### src/rtl/axis_arb_pkg.sv
// Shared types and the rotate-priority selection helper for the AXI-Stream
// round-robin arbiter.
package axis_arb_pkg;

    localparam int MAX_INPUTS = 16;

    typedef enum logic {
        ST_IDLE = 1'b0,
        ST_BUSY = 1'b1
    } arb_state_e;

    // One-hot pick of the first set request at or after ptr, wrapping at n.
    function automatic logic [MAX_INPUTS-1:0] rr_onehot(
        input logic [MAX_INPUTS-1:0] req,
        input int unsigned           ptr,
        input int unsigned           n
    );
        logic [MAX_INPUTS-1:0] gnt;
        logic                  found;
        int unsigned           c;
        gnt   = '0;
        found = 1'b0;
        for (int unsigned k = 0; k < MAX_INPUTS; k++) begin
            c = ptr + k;
            if (c >= n) begin
                c = c - n;
            end
            if ((k < n) && !found && req[c[3:0]]) begin
                gnt[c[3:0]] = 1'b1;
                found       = 1'b1;
            end
        end
        return gnt;
    endfunction

endpackage

### src/rtl/axis_rr_arbiter_rr_select.sv
// Combinational round-robin selector: one-hot grant and its index for the
// first eligible requester at or after the priority pointer.
module rr_select
    import axis_arb_pkg::*;
#(
    parameter int NUM_INPUTS = 4,
    parameter int IDX_W      = $clog2(NUM_INPUTS)
) (
    input  logic [NUM_INPUTS-1:0] req_i,
    input  logic [IDX_W-1:0]      ptr_i,
    output logic [NUM_INPUTS-1:0] gnt_o,
    output logic [IDX_W-1:0]      idx_o
);

    logic [MAX_INPUTS-1:0] req_pad;

    always_comb begin
        req_pad                 = '0;
        req_pad[NUM_INPUTS-1:0] = req_i;
    end

    assign gnt_o = NUM_INPUTS'(rr_onehot(req_pad, 32'(ptr_i), NUM_INPUTS));

    always_comb begin
        idx_o = '0;
        for (int i = 0; i < NUM_INPUTS; i++) begin
            if (gnt_o[i]) begin
                idx_o = IDX_W'(i);
            end
        end
    end

endmodule

### src/rtl/axis_rr_arbiter.sv
// Packet-aware round-robin AXI-Stream arbiter: holds a grant for a whole
// packet (or a fixed beat budget) and drives one registered output stage.
module axis_rr_arbiter
    import axis_arb_pkg::*;
#(
    parameter  int NUM_INPUTS = 4,
    parameter  int DATA_WIDTH = 32,
    parameter  int TLAST_EN   = 1,
    parameter  int MAX_BURST  = 16,
    localparam int IDX_W      = $clog2(NUM_INPUTS)
) (
    input  logic                  clk_i,
    input  logic                  rst_i,
    input  logic                  en_i,
    input  logic [NUM_INPUTS-1:0] mask_i,
    input  logic [NUM_INPUTS-1:0] s_tvalid_i,
    input  logic [DATA_WIDTH-1:0] s_tdata_i [NUM_INPUTS],
    input  logic [NUM_INPUTS-1:0] s_tlast_i,
    output logic [NUM_INPUTS-1:0] s_tready_o,
    output logic                  m_tvalid_o,
    output logic [DATA_WIDTH-1:0] m_tdata_o,
    output logic                  m_tlast_o,
    output logic [IDX_W-1:0]      m_tid_o,
    input  logic                  m_tready_i,
    output logic [NUM_INPUTS-1:0] grant_o
);

    localparam int CNT_W = $clog2(MAX_BURST + 1);

    arb_state_e            state_q;
    logic [IDX_W-1:0]      ptr_q;
    logic [IDX_W-1:0]      ptr_d;
    logic [IDX_W-1:0]      gnt_idx_q;
    logic [NUM_INPUTS-1:0] gnt_q;
    logic [CNT_W-1:0]      cnt_q;
    logic [CNT_W-1:0]      cnt_d;
    logic                  m_tvalid_q;
    logic [DATA_WIDTH-1:0] m_tdata_q;
    logic                  m_tlast_q;
    logic [IDX_W-1:0]      m_tid_q;

    logic [NUM_INPUTS-1:0] eligible;
    logic [NUM_INPUTS-1:0] sel_gnt;
    logic [IDX_W-1:0]      sel_idx;
    logic                  out_free;
    logic                  beat_acc;
    logic                  beat_last;
    logic                  budget_end;
    logic                  sel_last;
    logic [DATA_WIDTH-1:0] sel_data;

    assign eligible = s_tvalid_i & mask_i;

    rr_select #(
        .NUM_INPUTS (NUM_INPUTS)
    ) u_rr_select (
        .req_i (eligible),
        .ptr_i (ptr_q),
        .gnt_o (sel_gnt),
        .idx_o (sel_idx)
    );

    // Ready depends only on grant state and the output register, never on
    // s_tvalid_i; it is also held low during reset so no beat is consumed
    // by a packet that is being discarded.
    assign out_free   = ~m_tvalid_q | m_tready_i;
    assign s_tready_o = (rst_i && (state_q == ST_BUSY) && out_free) ? gnt_q : '0;

    assign sel_data   = s_tdata_i[gnt_idx_q];
    assign sel_last   = s_tlast_i[gnt_idx_q];
    assign beat_acc   = |(s_tready_o & s_tvalid_i);

    assign budget_end = (cnt_q == CNT_W'(MAX_BURST - 1));
    assign beat_last  = (TLAST_EN != 0) ? sel_last : budget_end;
    assign cnt_d      = cnt_q + CNT_W'(1);
    assign ptr_d      = (gnt_idx_q == IDX_W'(NUM_INPUTS - 1)) ? '0 : gnt_idx_q + IDX_W'(1);

    always_ff @(posedge clk_i) begin
        if (!rst_i) begin
            state_q    <= ST_IDLE;
            ptr_q      <= '0;
            gnt_idx_q  <= '0;
            gnt_q      <= '0;
            cnt_q      <= '0;
            m_tvalid_q <= 1'b0;
            m_tdata_q  <= '0;
            m_tlast_q  <= 1'b0;
            m_tid_q    <= '0;
        end else begin
            // Output register: a newly accepted beat wins over a pop.
            if (beat_acc) begin
                m_tvalid_q <= 1'b1;
                m_tdata_q  <= sel_data;
                m_tlast_q  <= beat_last;
                m_tid_q    <= gnt_idx_q;
            end else if (m_tready_i) begin
                m_tvalid_q <= 1'b0;
            end

            case (state_q)
                ST_IDLE: begin
                    if (en_i && (|eligible)) begin
                        gnt_q     <= sel_gnt;
                        gnt_idx_q <= sel_idx;
                        cnt_q     <= '0;
                        state_q   <= ST_BUSY;
                    end
                end
                ST_BUSY: begin
                    if (beat_acc) begin
                        cnt_q <= cnt_d;
                        if (beat_last) begin
                            ptr_q   <= ptr_d;
                            gnt_q   <= '0;
                            state_q <= ST_IDLE;
                        end
                    end
                end
                default: begin
                    state_q <= ST_IDLE;
                end
            endcase
        end
    end

    assign m_tvalid_o = m_tvalid_q;
    assign m_tdata_o  = m_tdata_q;
    assign m_tlast_o  = m_tlast_q;
    assign m_tid_o    = m_tid_q;
    assign grant_o    = gnt_q;

endmodule

### config.mk
export PLATFORM = sky130hd
export DESIGN_NAME = axis_rr_arbiter
export DESIGN_NICKNAME = d
export VERILOG_FILES = /design/src/rtl/axis_arb_pkg.sv /design/src/rtl/axis_rr_arbiter_rr_select.sv /design/src/rtl/axis_rr_arbiter.sv
export SDC_FILE = /design/constraint.sdc
export NUM_CORES = 1
export LEC_CHECK = 0
export CORE_MARGIN = 1
export CORE_UTILIZATION = 39
export DETAILED_ROUTE_END_ITERATION = 6
export PLACE_DENSITY = 0.87
export SLEW_MARGIN = 10
export SYNTH_ARGS = -nofsm -noshare
export SYNTH_HDL_FRONTEND = slang
export SYNTH_SLANG_ARGS = --single-unit
### constraint.sdc
create_clock -name clk_i -period 4.4 [get_ports clk_i]
set_input_delay 0.88 -clock clk_i [delete_from_list [all_inputs] [get_ports clk_i]]
set_output_delay 0.88 -clock clk_i [all_outputs]
set_load 0.05 [all_outputs]
After elaboration in Yosys (flattened, before gate mapping) --
Index checks and enable logic that the tools add are counted.
Storage, ports and cells: flip-flop bits (word level) 45, bits of input ports 144, output and inout bits 44, word-level logic and storage cells 109
Cells by class: bitwise operators 9, equality and inequality tests 4, order comparisons 14, reduce and logical (&&, ||, !) cells 19, add/subtract/negate cells 8, muxes and demuxes 47
Operators with widths (number):
- 32-bit by 3-bit >= comparator with 1-bit output, second input constant | 3
- 32-bit binary-select mux with 2-bit select | 1
- 32-bit 2-to-1 mux | 2
- 4-bit 2-to-1 mux | 12
- 4-bit by 5-bit < comparator with 1-bit output, second input constant | 4
- 1-bit 2-to-1 mux | 18
- 1-bit binary-select mux with 4-bit select | 4
- 1-bit demux with 4-bit select | 4
- 4-bit by 1-bit >= comparator with 1-bit output, second input constant | 4
- 4-bit bitwise OR | 3
- 4-bit by 3-bit subtractor with 4-bit output, second input constant | 3
- 1-bit logical AND | 10
- 4-bit AND | 2
- 4-bit case mux with 2 select lines | 1
- 4-bit OR reduction | 2
- 2-bit by 2-bit adder with 3-bit output, second input constant | 2
- 2-bit 2-to-1 mux | 3
- 3-bit AND reduction | 2
- 2-bit by 1-bit != test with 1-bit output, second input constant | 2
- 2-bit by 3-bit subtractor with 4-bit output, second input constant | 1
- 2-bit by 1-bit adder with 3-bit output, second input constant | 1
- 2-bit by 3-bit >= comparator with 1-bit output, second input constant | 1
- 3-bit >= comparator, second input constant | 1
- 1-bit logical NOT | 3
- other kinds (11) | 12

Logic depth before layout (Yosys ltp) --
depth after elaboration 17, gate-level depth with buffers 8, mapped depth without buffers 8

Hierarchy --
From an unflattened synthesis, not the netlist that was laid out.
Unflattened totals: cell total of the unflattened synthesis 307, area total of the unflattened synthesis 3230.6 µm²
Modules (own cells, without submodules):
- axis_rr_arbiter | cells each 254, area an instance 2708.8 µm², times used 1, seq. area each 900.9 µm²
- rr_select | cells each 53, area an instance 521.8 µm², times used 1, seq. area each 0.0 µm²

Worst setup path before layout --
No wires, ideal clock.
kind in2out, start input port m_tready_i, end output port s_tready_o[0], arrival time 1.622 ns, required time 3.520 ns, stages on the path 3, setup slack 1.898 ns, path buffers 0, cell sequence nand2b_1 > and3_1 > and2_1
Between the ends: word-level cells in the longest chain between the ends 3
Ends and longest elaborated chain:
- start, declared | line axis_rr_arbiter.sv:24 | input logic m_tready_i,
- 1-bit bitwise OR | line axis_rr_arbiter.sv:66 | assign out_free = ~m_tvalid_q | m_tready_i;
- 1-bit logical AND | line axis_rr_arbiter.sv:67 | assign s_tready_o = (rst_i && (state_q == ST_BUSY) && out_free) ? gnt_q : '0;
- 4-bit 2-to-1 mux | line axis_rr_arbiter.sv:67
- end, declared | line axis_rr_arbiter.sv:19 | output logic [NUM_INPUTS-1:0] s_tready_o,
Every way passes these cells.

Final worst setup path --
start input port rst_i, end output port s_tready_o[0]
Between the ends: word-level cells in the longest chain between the ends 3
Ends and longest elaborated chain:
- start, declared | line axis_rr_arbiter.sv:13 | input logic rst_i,
- 1-bit logical AND (2 in a row) | line axis_rr_arbiter.sv:67
- 4-bit 2-to-1 mux | line axis_rr_arbiter.sv:67
Every way passes these cells.

==> flow_summary.ini <==
[grt]
antenna_found_initial = 0
globalRoute.totalOverflow = 0
grt_max_degree = 43
grt_pass1_wl_um = 14670
grt_pass1_vias = 3162
track_usage_pct = 25.50

[yosys]
synth_cell_types = 37
synthArstFlopShare_pct = 0
synth_flop_cell = dfxtp_1
synth-edff-count = 0
synth_top_area_share_pct = 32.14
syn_nets = 448
yosysSeqAreaShare_pct = 32.14
yosysWarnings = 0
synth_top_cell_by_area = dfxtp_1
ys_ff_latch = 45
yosys-top-cells-count = nand2_1 (80), dfxtp_1 (45), a21oi_1 (44)
synthTopCellsByArea = dfxtp_1 (32%), mux4_2 (28%), nand2_1 (11%)
synthCells = 295
syn_area_um2 = 2803
avgSynthCellArea_um2 = 9.501
synth_most_common_cell = nand2_1

[finish]
areaGrowthSynthToFinish_pct = 72.59
multi_input_comb_area_um2 = 1803
regArea_um2 = 903.4
fin_nets = 627
nFillCells = 526
finish.instance_area_um2 = 4837
n_antenna_cell = 0
drive_above_1_share_pct = 10.76

[sta]
max_freq_mhz = 279.6
slew_viol_final = 0
rsz0062_at_grt = false
tns_ps = 0
setup_violations = 0
tightest_slew_ps = 920.5
hold_viol_final = 0
slew_headroom_pct = 38.63
period_share_pct = 81.27
fin_skew_ps = 3.747
period_needed_ps = 3576

[place]
routabilityCongestion = 0.9682
portBuffers = 187
dpl_cell_area_um2 = 4751
dpl.hpwl_um = 7510

[drt]
drt_iter0_drc = 292
drc = 0
via_count = 3139
viasPerCell = 5.507
routed_wirelength_um = 9645
drtAntennaViolNets = 0
wl_per_cell_um = 16.92
first_pass_iters = 4

[critical_path]
arrival_ps = 2700
crit_chain = clkdlybuf4s50_1 -> and3_1 -> and2_1 -> clkdlybuf4s50_1
rrSetupSlack_ps = 1750
r2r_start = ptr_q[1]$_SDFFE_PN0P_
rr_worst_depth = 7
crit_fanout = 6
critical_path_class = in -> out
crit_path_start_kind = input port
cp_slowest_cell = clkdlybuf4s50_1
rr_endpoint = grant_o[2]$_SDFFE_PN0P_
cp_slowest_stage_delay_ps = 830
cp-end-kind = output port
path_common_cell = clkdlybuf4s50_1
required_ps = 3520
path_delay_family = buffers and inverters
timing.critical_path.buf_inv = 2
critical_path.startpoint = rst_i

[floorplanning]
ioPinCount = 188
coreArea_um2 = 6869
initial_core_util_pct = 40.80
die_y_um = 86.77
die_area_um2 = 7529
row_count = 30
die_w_um = 86.77

[clocking]
cts_tree = done
post_cts_buffers = 0
cts_sinks = 45
cts_resized = 0
clock_path_buffers = 2
cts_hold_buffers = 0
path_clk_slew_ps = 80
htree_num_levels = 2
cts_inserted_buffers = 5
worstSkewPairLatency_ps = 290
ctsRootBufferMaster = clkbuf_8

[worst_hold_path]
hold_start = m_tdata_o[30]$_SDFFE_PN0P_
worst_hold_path.endpoint = m_tdata_o[30]$_SDFFE_PN0P_
hold_depth = 2
hold_class = reg -> reg

[power_and_ir_drop]
pwr_density_cell_nw_per_um2 = 205.5
leakage_nw = 1.629
ir_drop_uv = 135.7

[status]
outcome = finished, final reports clean

[run]
maxCapViolations = 0
area by class of cell:
| type | instances | area share [%] |
|---|---|---|
| clock buffers | 7 | 1.785 |
| multi-input cells | 225 | 37.27 |
| flip-flops and latches | 45 | 18.68 |
| inverters | 6 | 0.4656 |
| repair buffers | 191 | 39.32 |
| well taps | 96 | 2.483 |
worst max-delay path by stage:
stage,end,slack (ps),cells after the start
5_1_grt,s_tready_o[0],780,4
2_1_floorplan,s_tready_o[0],1900,3
3_5_place_dp,s_tready_o[0],840,4
4_1_cts,s_tready_o[0],840,4
6_report,s_tready_o[0],820,4
3_3_place_gp,s_tready_o[1],880,4
cell usage in the layout, fill, tap and decap left out, types with 3 or more instances in the layout:
cell             count
nand3_1              3
and3_1               3
clkdlybuf4s50_1    187
inv_1                4
nand2b_1             3
ha_1                 9
and2_1               8
nand2_1             80
mux4_2              35
buf_4                4
a221oi_1             3
nor2_1               5
a21oi_1             44
clkbuf_8             6
nor3_1               5
o21ai_0              5
a22oi_1              3
dfxtp_1             43
tightest hold or removal path, delay by kind of cell (launching register included):
kind            cells  cell delay [ps]
compound gates      1               50
flops               1              310
simple gates        1               50
state kept, by name, summed over array words and instances (netlist names):
name and flops:
grant_o 4, m_tdata_o 32, state_q 1, m_tid_o 2, m_tlast_o 1, m_tvalid_o 1
ptr_q 2, gnt_idx_q 2
report_power, final:
part           total [mW]  internal, mW  switching [mW]
logic               0.301         0.201           0.100
registers           0.439         0.415          0.0233
clock network       0.254         0.125           0.129
metal layers:
metal  track usage, %  vias up  wire, um
li1                 -     1446         -
met1            26.93     1466      3281
met2            48.92      211      5197
met3            8.095       16       993
met4            5.909        0       174
met5                0        -         0
cells by family (layout without fill, tap and decap cells):
logic type | count (synthesis) | count (layout) | synth area share [%]
and+or+nand+nor | 112 | 112 | 17.10
AOI/OAI and AO/OA | 68 | 68 | 14.73
DFF | 45 | 45 | 32.14
muxes | 36 | 36 | 28.48
buffers and inverters | 25 | 204 | 3.526
adders and majority gates | 9 | 9 | 4.018
stage by stage:
step | hold WS (ps) | cells | total power, mW | util (%) | worst slack (ps)
floorplan | 472.6 | 295 | 0.5830 | - | 1898
global placement | 441.1 | 563 | 0.7413 | 69.16 | 876.5
detailed placement | 446.9 | 563 | 0.7487 | 69.16 | 838.3
CTS | 457.9 | 570 | 1.003 | 70.42 | 839.6
global route | 470.0 | 570 | 1.043 | 70.42 | 775.7
finish | 455.1 | 570 | 0.9938 | 70.42 | 824.0
Note: power is estimated with default switching activity, not from simulation.
